**src/rtl/mlp_infer_ctrl_pkg.sv**
```systemverilog
// Shared constants and FSM state type for the MLP inference controller.
// Widths are fixed by the MLP core that the controller drives.
package mlp_ctrl_pkg;

    function automatic int unsigned ceil_div(input int unsigned a, input int unsigned b);
        return (a + b - 1) / b;
    endfunction

    localparam int unsigned IN_BITS    = 24;
    localparam int unsigned W_BITS     = 216;
    localparam int unsigned B_BITS     = 63;
    localparam int unsigned OUT_BITS   = 2;
    localparam int unsigned CFG_W      = 8;
    localparam int unsigned PARAM_BITS = W_BITS + B_BITS;
    localparam int unsigned NBYTES     = ceil_div(PARAM_BITS, CFG_W);
    localparam int unsigned PTR_W      = $clog2(NBYTES);
    // Settle counter width covers the legal SETTLE range of 1..15.
    localparam int unsigned CNT_W      = 4;

    typedef enum logic [2:0] {
        StUncfg,
        StLoad,
        StIdle,
        StEval,
        StResult
    } state_e;

endpackage

```
**src/rtl/mlp_infer_ctrl_if.sv**
```systemverilog
// Config, input, core and result signals of the MLP inference controller.
// The slave modport is the controller side; master is the surrounding system.
interface mlp_infer_ctrl_if;
    import mlp_ctrl_pkg::*;

    logic                  cfg_start;
    logic                  cfg_valid;
    logic [CFG_W-1:0]      cfg_data;
    logic                  cfg_ready;
    logic                  configured;
    logic                  in_valid;
    logic [IN_BITS-1:0]    in_data;
    logic                  in_ready;
    logic [IN_BITS-1:0]    core_inp;
    logic [W_BITS-1:0]     core_weights;
    logic [B_BITS-1:0]     core_biases;
    logic [OUT_BITS-1:0]   core_out;
    logic                  res_valid;
    logic [OUT_BITS-1:0]   res_class;
    logic                  res_ready;

    modport master (
        output cfg_start, cfg_valid, cfg_data, in_valid, in_data, core_out, res_ready,
        input  cfg_ready, configured, in_ready, core_inp, core_weights, core_biases,
               res_valid, res_class
    );

    modport slave (
        input  cfg_start, cfg_valid, cfg_data, in_valid, in_data, core_out, res_ready,
        output cfg_ready, configured, in_ready, core_inp, core_weights, core_biases,
               res_valid, res_class
    );

endinterface

```
**src/rtl/mlp_cfg_shift.sv**
```systemverilog
// Byte-serial parameter loader: byte k lands in params[8k+7:8k], LSB-first.
// Bits beyond PARAM_BITS in the final byte are discarded.
module mlp_cfg_shift
    import mlp_ctrl_pkg::*;
(
    input  logic                  clk,
    input  logic                  rst,
    input  logic                  clr,
    input  logic                  load,
    input  logic [CFG_W-1:0]      data,
    output logic [PARAM_BITS-1:0] params,
    output logic                  last
);

    logic [PTR_W-1:0]      ptr_q, ptr_d;
    logic [PARAM_BITS-1:0] params_q, params_d;

    assign last   = (ptr_q == PTR_W'(NBYTES - 1));
    assign params = params_q;

    always_comb begin
        ptr_d    = ptr_q;
        params_d = params_q;
        // Clear has priority so a byte arriving with a restart is dropped.
        if (clr) begin
            ptr_d = '0;
        end else if (load) begin
            for (int i = 0; i < CFG_W; i++) begin
                if (int'(ptr_q) * CFG_W + i < PARAM_BITS) begin
                    params_d[int'(ptr_q) * CFG_W + i] = data[i];
                end
            end
            ptr_d = last ? '0 : ptr_q + PTR_W'(1);
        end
    end

    always_ff @(posedge clk) begin
        if (rst) begin
            ptr_q    <= '0;
            params_q <= '0;
        end else begin
            ptr_q    <= ptr_d;
            params_q <= params_d;
        end
    end

endmodule

```
**src/rtl/mlp_infer_ctrl.sv**
```systemverilog
// Sequencer for the 3-layer argmax MLP core: loads parameters, holds each input
// vector for SETTLE cycles across the core's combinational path, then returns the class.
module mlp_infer_ctrl
    import mlp_ctrl_pkg::*;
#(
    parameter int unsigned SETTLE = 2
) (
    input  logic            clk,
    input  logic            rst,
    mlp_infer_ctrl_if.slave bus
);

    state_e                state_q, state_d;
    logic [CNT_W-1:0]      cnt_q, cnt_d;
    logic [IN_BITS-1:0]    inp_q, inp_d;
    logic [OUT_BITS-1:0]   class_q, class_d;
    logic                  configured_q, configured_d;

    logic                  cfg_clr;
    logic                  cfg_load;
    logic                  cfg_last;
    logic [PARAM_BITS-1:0] params;

    mlp_cfg_shift u_cfg_shift (
        .clk    (clk),
        .rst    (rst),
        .clr    (cfg_clr),
        .load   (cfg_load),
        .data   (bus.cfg_data),
        .params (params),
        .last   (cfg_last)
    );

    always_comb begin
        state_d      = state_q;
        cnt_d        = cnt_q;
        inp_d        = inp_q;
        class_d      = class_q;
        configured_d = configured_q;
        cfg_clr      = 1'b0;
        cfg_load     = 1'b0;
        unique case (state_q)
            StUncfg: begin
                if (bus.cfg_start) begin
                    cfg_clr = 1'b1;
                    state_d = StLoad;
                end
            end
            StLoad: begin
                if (bus.cfg_start) begin
                    cfg_clr = 1'b1;
                end else if (bus.cfg_valid) begin
                    cfg_load = 1'b1;
                    if (cfg_last) begin
                        configured_d = 1'b1;
                        state_d      = StIdle;
                    end
                end
            end
            StIdle: begin
                // A reload request beats a same-cycle input vector.
                if (bus.cfg_start) begin
                    cfg_clr      = 1'b1;
                    configured_d = 1'b0;
                    state_d      = StLoad;
                end else if (bus.in_valid) begin
                    inp_d   = bus.in_data;
                    cnt_d   = '0;
                    state_d = StEval;
                end
            end
            StEval: begin
                cnt_d = cnt_q + CNT_W'(1);
                if (cnt_q == CNT_W'(SETTLE - 1)) begin
                    class_d = bus.core_out;
                    state_d = StResult;
                end
            end
            StResult: begin
                if (bus.res_ready) begin
                    state_d = StIdle;
                end
            end
            default: state_d = StUncfg;
        endcase
    end

    always_ff @(posedge clk) begin
        if (rst) begin
            state_q      <= StUncfg;
            cnt_q        <= '0;
            inp_q        <= '0;
            class_q      <= '0;
            configured_q <= 1'b0;
        end else begin
            state_q      <= state_d;
            cnt_q        <= cnt_d;
            inp_q        <= inp_d;
            class_q      <= class_d;
            configured_q <= configured_d;
        end
    end

    assign bus.cfg_ready    = (state_q == StLoad);
    assign bus.in_ready     = (state_q == StIdle) && !bus.cfg_start;
    assign bus.configured   = configured_q;
    assign bus.core_inp     = inp_q;
    assign bus.core_weights = params[W_BITS-1:0];
    assign bus.core_biases  = params[PARAM_BITS-1:W_BITS];
    assign bus.res_valid    = (state_q == StResult);
    assign bus.res_class    = class_q;

endmodule
```
**src/flat_wrapper.sv**
```systemverilog
// flat-port wrapper written by rule: the top's interface ports become plain ports
module mlp_infer_ctrl_flat import mlp_ctrl_pkg::*;
#(
    parameter int unsigned SETTLE = 2
)
  (clk, rst, bus_cfg_start, bus_cfg_valid, bus_cfg_data, bus_in_valid, bus_in_data, bus_core_out, bus_res_ready, bus_cfg_ready, bus_configured, bus_in_ready, bus_core_inp, bus_core_weights, bus_core_biases, bus_res_valid, bus_res_class);
  mlp_infer_ctrl_if bus_i ();
  input  logic clk;
  input  logic rst;
  input wire logic [$bits(bus_i.cfg_start)-1:0] bus_cfg_start;
  input wire logic [$bits(bus_i.cfg_valid)-1:0] bus_cfg_valid;
  input wire logic [$bits(bus_i.cfg_data)-1:0] bus_cfg_data;
  input wire logic [$bits(bus_i.in_valid)-1:0] bus_in_valid;
  input wire logic [$bits(bus_i.in_data)-1:0] bus_in_data;
  input wire logic [$bits(bus_i.core_out)-1:0] bus_core_out;
  input wire logic [$bits(bus_i.res_ready)-1:0] bus_res_ready;
  output wire logic [$bits(bus_i.cfg_ready)-1:0] bus_cfg_ready;
  output wire logic [$bits(bus_i.configured)-1:0] bus_configured;
  output wire logic [$bits(bus_i.in_ready)-1:0] bus_in_ready;
  output wire logic [$bits(bus_i.core_inp)-1:0] bus_core_inp;
  output wire logic [$bits(bus_i.core_weights)-1:0] bus_core_weights;
  output wire logic [$bits(bus_i.core_biases)-1:0] bus_core_biases;
  output wire logic [$bits(bus_i.res_valid)-1:0] bus_res_valid;
  output wire logic [$bits(bus_i.res_class)-1:0] bus_res_class;
  assign bus_i.cfg_start = bus_cfg_start;
  assign bus_i.cfg_valid = bus_cfg_valid;
  assign bus_i.cfg_data = bus_cfg_data;
  assign bus_i.in_valid = bus_in_valid;
  assign bus_i.in_data = bus_in_data;
  assign bus_i.core_out = bus_core_out;
  assign bus_i.res_ready = bus_res_ready;
  assign bus_cfg_ready = bus_i.cfg_ready;
  assign bus_configured = bus_i.configured;
  assign bus_in_ready = bus_i.in_ready;
  assign bus_core_inp = bus_i.core_inp;
  assign bus_core_weights = bus_i.core_weights;
  assign bus_core_biases = bus_i.core_biases;
  assign bus_res_valid = bus_i.res_valid;
  assign bus_res_class = bus_i.res_class;
  mlp_infer_ctrl #(.SETTLE(SETTLE)) u_core (.clk(clk), .rst(rst), .bus(bus_i));
endmodule
```
**config.mk**
```make
export PLATFORM = sky130hd
export DESIGN_NAME = mlp_infer_ctrl_flat
export DESIGN_NICKNAME = d
export VERILOG_FILES = /design/src/rtl/mlp_infer_ctrl_pkg.sv /design/src/rtl/mlp_infer_ctrl_if.sv /design/src/rtl/mlp_cfg_shift.sv /design/src/rtl/mlp_infer_ctrl.sv /design/src/flat_wrapper.sv
export SDC_FILE = /design/constraint.sdc
export NUM_CORES = 1
export LEC_CHECK = 0
export CORE_MARGIN = 5
export CORE_UTILIZATION = 29
export CTS_BUF_LIST = sky130_fd_sc_hd__clkbuf_2
export DETAILED_ROUTE_END_ITERATION = 10
export GPL_TIMING_DRIVEN = 0
export PLACE_DENSITY_LB_ADDON = 0.15
export SLEW_MARGIN = 20
export SYNTH_ARGS = -nofsm -noshare
export SYNTH_HDL_FRONTEND = slang
export SYNTH_SLANG_ARGS = --single-unit
```
**constraint.sdc**
```tcl
create_clock -name clk -period 2.6 [get_ports clk]
set_input_delay 0.52 -clock clk [delete_from_list [all_inputs] [get_ports clk]]
set_output_delay 0.52 -clock clk [all_outputs]
set_load 0.005 [all_outputs]
```
# Yosys cells after proc, flatten, opt, wreduce, memory -nomap -nowiden
# Cells that the tools add are included.
# W data, S select, Z words.
dict set report totals {
  ff_bits 319
  inputBits 40
  out_inout_bits 309
  wordCells 148
}
dict set report op_classes {
  add_sub_neg 9
  n_lt_le_gt_ge 24
  n_eq_ne 16
  muxes 69
  bitwise_logic 2
  n_reduce_logical 21
}
# cell count
set ops {}
lappend ops {{$mux W279} 22}
lappend ops {{$bwmux W279} 8}
lappend ops {{$lt A32 B9 Y1 const B} 7}
lappend ops {{$ge A10 B1 Y1 const B} 7}
lappend ops {{$lt A10 B10 Y1 const B} 7}
lappend ops {{$demux W1 S9} 7}
lappend ops {{$add A9 B3 Y10 const B} 4}
lappend ops {{$mux W3} 8}
lappend ops {{$add A9 B2 Y10 const B} 2}
lappend ops {{$mux W1} 17}
lappend ops {{$pmux W3 S5} 1}
lappend ops {{$ne A2 B2 Y1 const B} 7}
lappend ops {{$add A9 B1 Y10 const B} 1}
lappend ops {{$lt A9 B10 Y1 const B} 1}
lappend ops {{$ge A9 B1 Y1 const B} 1}
lappend ops {{$logic_and A1 B1 Y1} 9}
lappend ops {{$lt A9 B9 Y1 const B} 1}
lappend ops {{$mux W4} 2}
lappend ops {{$pmux W4 S2} 1}
lappend ops {{$reduce_and A7 Y1} 1}
lappend ops {{$add A6 B1 Y6 const B} 1}
lappend ops {{$demux W1 S6} 1}
lappend ops {{$eq A3 B2 Y1 const B} 2}
lappend ops {{$eq A6 B6 Y1 const B} 1}
lappend ops {{other kinds (17)} 22}

# Logic depth before layout (Yosys ltp)
dict set report depth {
  depth_word 34
  mapped_depth 7
  mapped_depth_nobuf 6
}

# Cells and area by module
# From an unflattened synthesis, not the netlist that was laid out.
dict set report hier_totals {
  hier_cells 1282
  area_unflattened_um2 13360.3
}
# module instances cells_each area_per_inst_um2 seq_area_each_um2
set modules_own_cells {}
lappend modules_own_cells {mlp_cfg_shift 1 1107 11895.2 5705.5}
lappend modules_own_cells {mlp_infer_ctrl 1 175 1465.2 680.7}

# Least setup slack after synthesis
# No wires, ideal clock.
dict set report synth_timing {
  path_kind {input port to flip-flop}
  startpoint {in bus_cfg_start}
  endpoint {reg u_core.u_cfg_shift.ptr_q[1]}
  setup_time_ns 0.159
  t_arrival_ns 1.831
  required_ns 2.441
  path_slack_ns 0.609
  cell_stages 5
  n_path_buf 2
  path_cell_list {nand4bb_1 buf_6 buf_4 o41ai_1 a211oi_1}
}
dict set report synth_via {
  elab_chain_len 3
  elab_cells_between_ends 5
  cone_classes {mux (4); reduce/logical (1)}
}
# item line
set synth_lines {}
lappend synth_lines {{from (decl)} flat_wrapper.sv:10} ;# input wire logic [$bits(bus_i.cfg_start)-1:0] bus_cfg_start;
lappend synth_lines {{$mux W1} {mlp_infer_ctrl.sv:44, mlp_infer_ctrl.sv:50, mlp_infer_ctrl.sv:62}}
lappend synth_lines {{$mux W1} n/a}
lappend synth_lines {{$reduce_or A2 Y1 (no source line)} n/a}
lappend synth_lines {{to (signal assigned)} mlp_cfg_shift.sv:42} ;# ptr_q <= ptr_d;
lappend synth_lines {{to (decl)} mlp_cfg_shift.sv:15} ;# logic [PTR_W-1:0] ptr_q, ptr_d;
# Several ways; a longest one is shown, not always the timed one.
# A chain may end at the register's enable or synchronous reset.

# Final worst setup path
dict set report layout_timing {
  startpoint {reg u_core.u_cfg_shift.params_q[278], in the netlist u_core.u_cfg_shift.params[278]}
  endpoint {out bus_core_biases[62]}
}
# item line
set layout_lines {}
lappend layout_lines {{from (decl)} mlp_cfg_shift.sv:16} ;# logic [PARAM_BITS-1:0] params_q, params_d;
lappend layout_lines {{from (signal assigned)} mlp_cfg_shift.sv:43} ;# params_q <= params_d;
lappend layout_lines {{to (decl)} flat_wrapper.sv:22} ;# output wire logic [$bits(bus_i.core_biases)-1:0] bus_core_biases;
# No word-level cell between the ends.

==> flow_summary_export.csv <==
group,metric,value,unit
floorplanning,core.rowCount,76,
sta,timing.final.ws_setup,134,ps
routing,antenna_violating_nets_post_route,0,
cells_and_area,synthToLayoutAreaGrowth,42.7,%
routing,routed_wirelength,44600,um
sta,timing.final.max_slew_violations,0,
yosys,synthesis_stage_register_bit_count,319,
routing,post-route-drc-count,0,
yosys,synth-edff-count,0,
cells_and_area,nNetsFinal,1729,
worst_setup_path,cp_cell_sequence,"clkdlybuf4s50_1",
yosys,synthAdderAreaFrac,0.401,%
floorplanning,fp.coreArea,42900,um2
yosys,synthSimpleGateAreaFrac,21.1,%
yosys,ys_dominant_reg_cell,"dfxtp_1",
floorplanning,io_pins,349,
grt,grt_max_degree,14,
yosys,synth-async-reset-ratio,0,%
sta,finalHoldViolCount,0,
cts,tritoncts,"built",
routing,detailedRoute.firstIterationViolations,423,
sta,period_minus_slack,2470,ps
floorplanning,die_area,47300,um2
cts,clock_tree.buffer_depth,3,
grt,grt_overflow,0,
routing,detailroute.via_count,10313,
cts,worst_skew_late_latency,1000,ps
yosys,synth_cell_types,48,
pwr,power.leakage,6.95,nW
outcome,status,"completed",
cells_and_area,final_common_cell,"clkdlybuf4s50_1",
sta,tightestPinTransition,926,ps
yosys,netlist_instances,1221,
worst_setup_path,critical_path.top_delay_family,"buffers and inverters",
grt,global_routing_usage_summed_across_all_routing_layers,18.3,%
cts,clock_sinks,319,
worst_setup_path,cp_max_fo,2,
worst_setup_path,worst_setup_path_start_kind,"flip-flop",
cts,cts_bufs_inserted,89,
yosys,synth_compound_gate_area_share,2.89,%
cells_and_area,layout-drive-gt1-share,11.6,%
pwr,finalPower,9.19,mW
pwr,worst_ir_drop_vdd,0.267,mV
yosys,sequential_element_share_of_the_synthesized_area,51.1,%
worst_setup_path,worst_path_arrival,1950,ps
sta,slew-limit-headroom,37.4,%
worst_setup_path,worst_ep_required_time,2080,ps
worst_setup_path,critical_path.endpoint_type,"primary output",
yosys,yosys-mux-area-fraction,20.6,%
grt,first_global_vias,10597,
grt,grt_pass1_wl,66200,um
yosys,netlist_area,12500,um2
cts,clockRootBuffer,"clkbuf_2",
worst_setup_path,cp_slowest_cell,"clkdlybuf4s50_1",
min_path,worstHoldPathType,"input pin to flip-flop",
yosys,ys.warnings.count,0,
sta,setup_total_negative_slack,0,ps
routing,drt_pass1_iterations,4,
worst_setup_path,worst-path-buf-inv,1,
yosys,average_cell_area_after_synthesis,10.2,um2
placed_design,routabilityCongestion,0.788,
placed_design,portBuffers,347,
yosys,xor_xnor_portion_of_the_synthesized_cell_area,0.491,%
cells_and_area,layout.cells.most_common_list,"clkdlybuf4s50_1, dfxtp_1, mux2i_1",
placed_design,preCtsSetupSlack,-811,ps
floorplanning,die_height,218,um
sta,rsz0062_at_grt,"false",
routing,wl_per_cell,19.1,um
pwr,cellPowerDensity,515,nW/um2
cts,clkTransAtPathRegs,100,ps
sta,timing.final.setup_violations,0,
sta,fin_hold_ws,153,ps
worst_setup_path,critPathKind,"flip-flop to primary output",
placed_design,hpwl_dp,31700,um
routing,viasPerCell,4.42,
yosys,synth_top_family_by_area,"simple AND/OR/NAND/NOR gates",
worst_setup_path,cp_slowest_stage_delay,600,ps
cts,cts-htree-levels,3,
floorplanning,initial_core_utilization,29.1,%
grt,antenna_found_initial,4,
sta,max_freq,0.406,GHz
yosys,synth_nets,1265,
floorplanning,horiz_die_dim,218,um
sta,final_min_period_over_clock_period,94.8,%
job,max-cap-violations,0,
sta,skew,79.1,ps
## stage by stage
step	util, %	cells	area (um2)
after floorplan	-	1221	12500
after global placement	38.9	2153	16700
after detailed placement	38.9	2153	16700
after CTS	41.6	2330	17800
after global routing	41.6	2333	17800
final	41.6	2334	17800
## state kept, by name, indices dropped and copies added (netlist names)
signal,flops
u_core.cnt_q,4
u_core.u_cfg_shift.ptr_q,6
u_core.bus.core_inp,24
u_core.bus.res_class,2
u_core.bus.configured,1
u_core.state_q,3
u_core.u_cfg_shift.params,279
## tightest hold or removal path: cells and delay by family
family / cells / cell delay (ps)
compound gates: 1 / 50
buf+inv: 1 / 400
simple gates: 1 / 70
## area by class of cell
cell class	instances	area, um2
antenna	4	10.0
buffer	89	434
clock buffer	128	641
clock inverter	23	179
fill	4277	25100
inverter	5	18.8
multi-input combinational	808	5730
sequential	319	6390
tap	585	732
timing repair buffer	373	3700
## routing by layer
layer	GRT usage (%)	vias to the layer above	part of all wire, %
met5	0	-	0
met4	6.38	0	2.2
met3	6.41	61	7.6
met2	30.3	311	47
met1	22.0	4879	43
li1	-	5062	-
## power by group
| group | switching [mW] | internal (mW) |
|---|---|---|
| logic | 0.303 | 0.197 |
| registers | 0.00949 | 4.90 |
| clock network | 2.17 | 1.61 |
## Yosys cell counts (5+ instances only)
cell type / n / share of area [%]
nor2_1: 162 / 4.9
nand2_1: 106 / 3.2
nand2b_1: 124 / 6.2
a21oi_1: 55 / 2.2
nor2b_1: 6 / 0.30
nand3_1: 6 / 0.24
nand3b_1: 5 / 0.30
inv_1: 5 / 0.15
dfxtp_1: 319 / 51
nor4_4: 18 / 3.1
clkbuf_1: 64 / 1.9
buf_2: 15 / 0.60
nor3_1: 6 / 0.24
mux2i_1: 257 / 21
nand3_2: 5 / 0.40
## repair_timing
| action | in CTS | in global routing |
|---|---|---|
| resized for setup | 32 | 0 |
| endpoints found under the setup margin | 7 | 0 |
| hold buffers | 22 | 0 |
| buffers inserted | 4 | 0 |
| endpoints found under the hold margin | 22 | 0 |
## final timing paths
path,endpoint,start,slack (ps),depth (start not counted)
setup / recovery,bus_core_biases[62],u_core.u_cfg_shift.params[278]$_SDFFE_PP0P_,130,1
hold / removal,u_core.bus.core_inp[2]$_SDFFE_PP0P_,bus_in_data[2],150,3
setup reg to reg,u_core.u_cfg_shift.params[176]$_SDFFE_PP0P_,u_core.u_cfg_shift.ptr_q[1]$_SDFFE_PP0P_,250,5
hold reg to reg,u_core.bus.core_inp[23]$_SDFFE_PP0P_,u_core.bus.core_inp[23]$_SDFFE_PP0P_,460,2
## cell families (layout without fill, tap and decap cells)
group           after synthesis  count (layout)
xor+xnor                      7               7
other cells                   0               4
compound gates               67              67
fa+ha+maj                     4               4
simple gates                473             473
mux                         257             257
buf+inv                      94             618
flops                       319             319
Power figures use the tool's default switching activity.
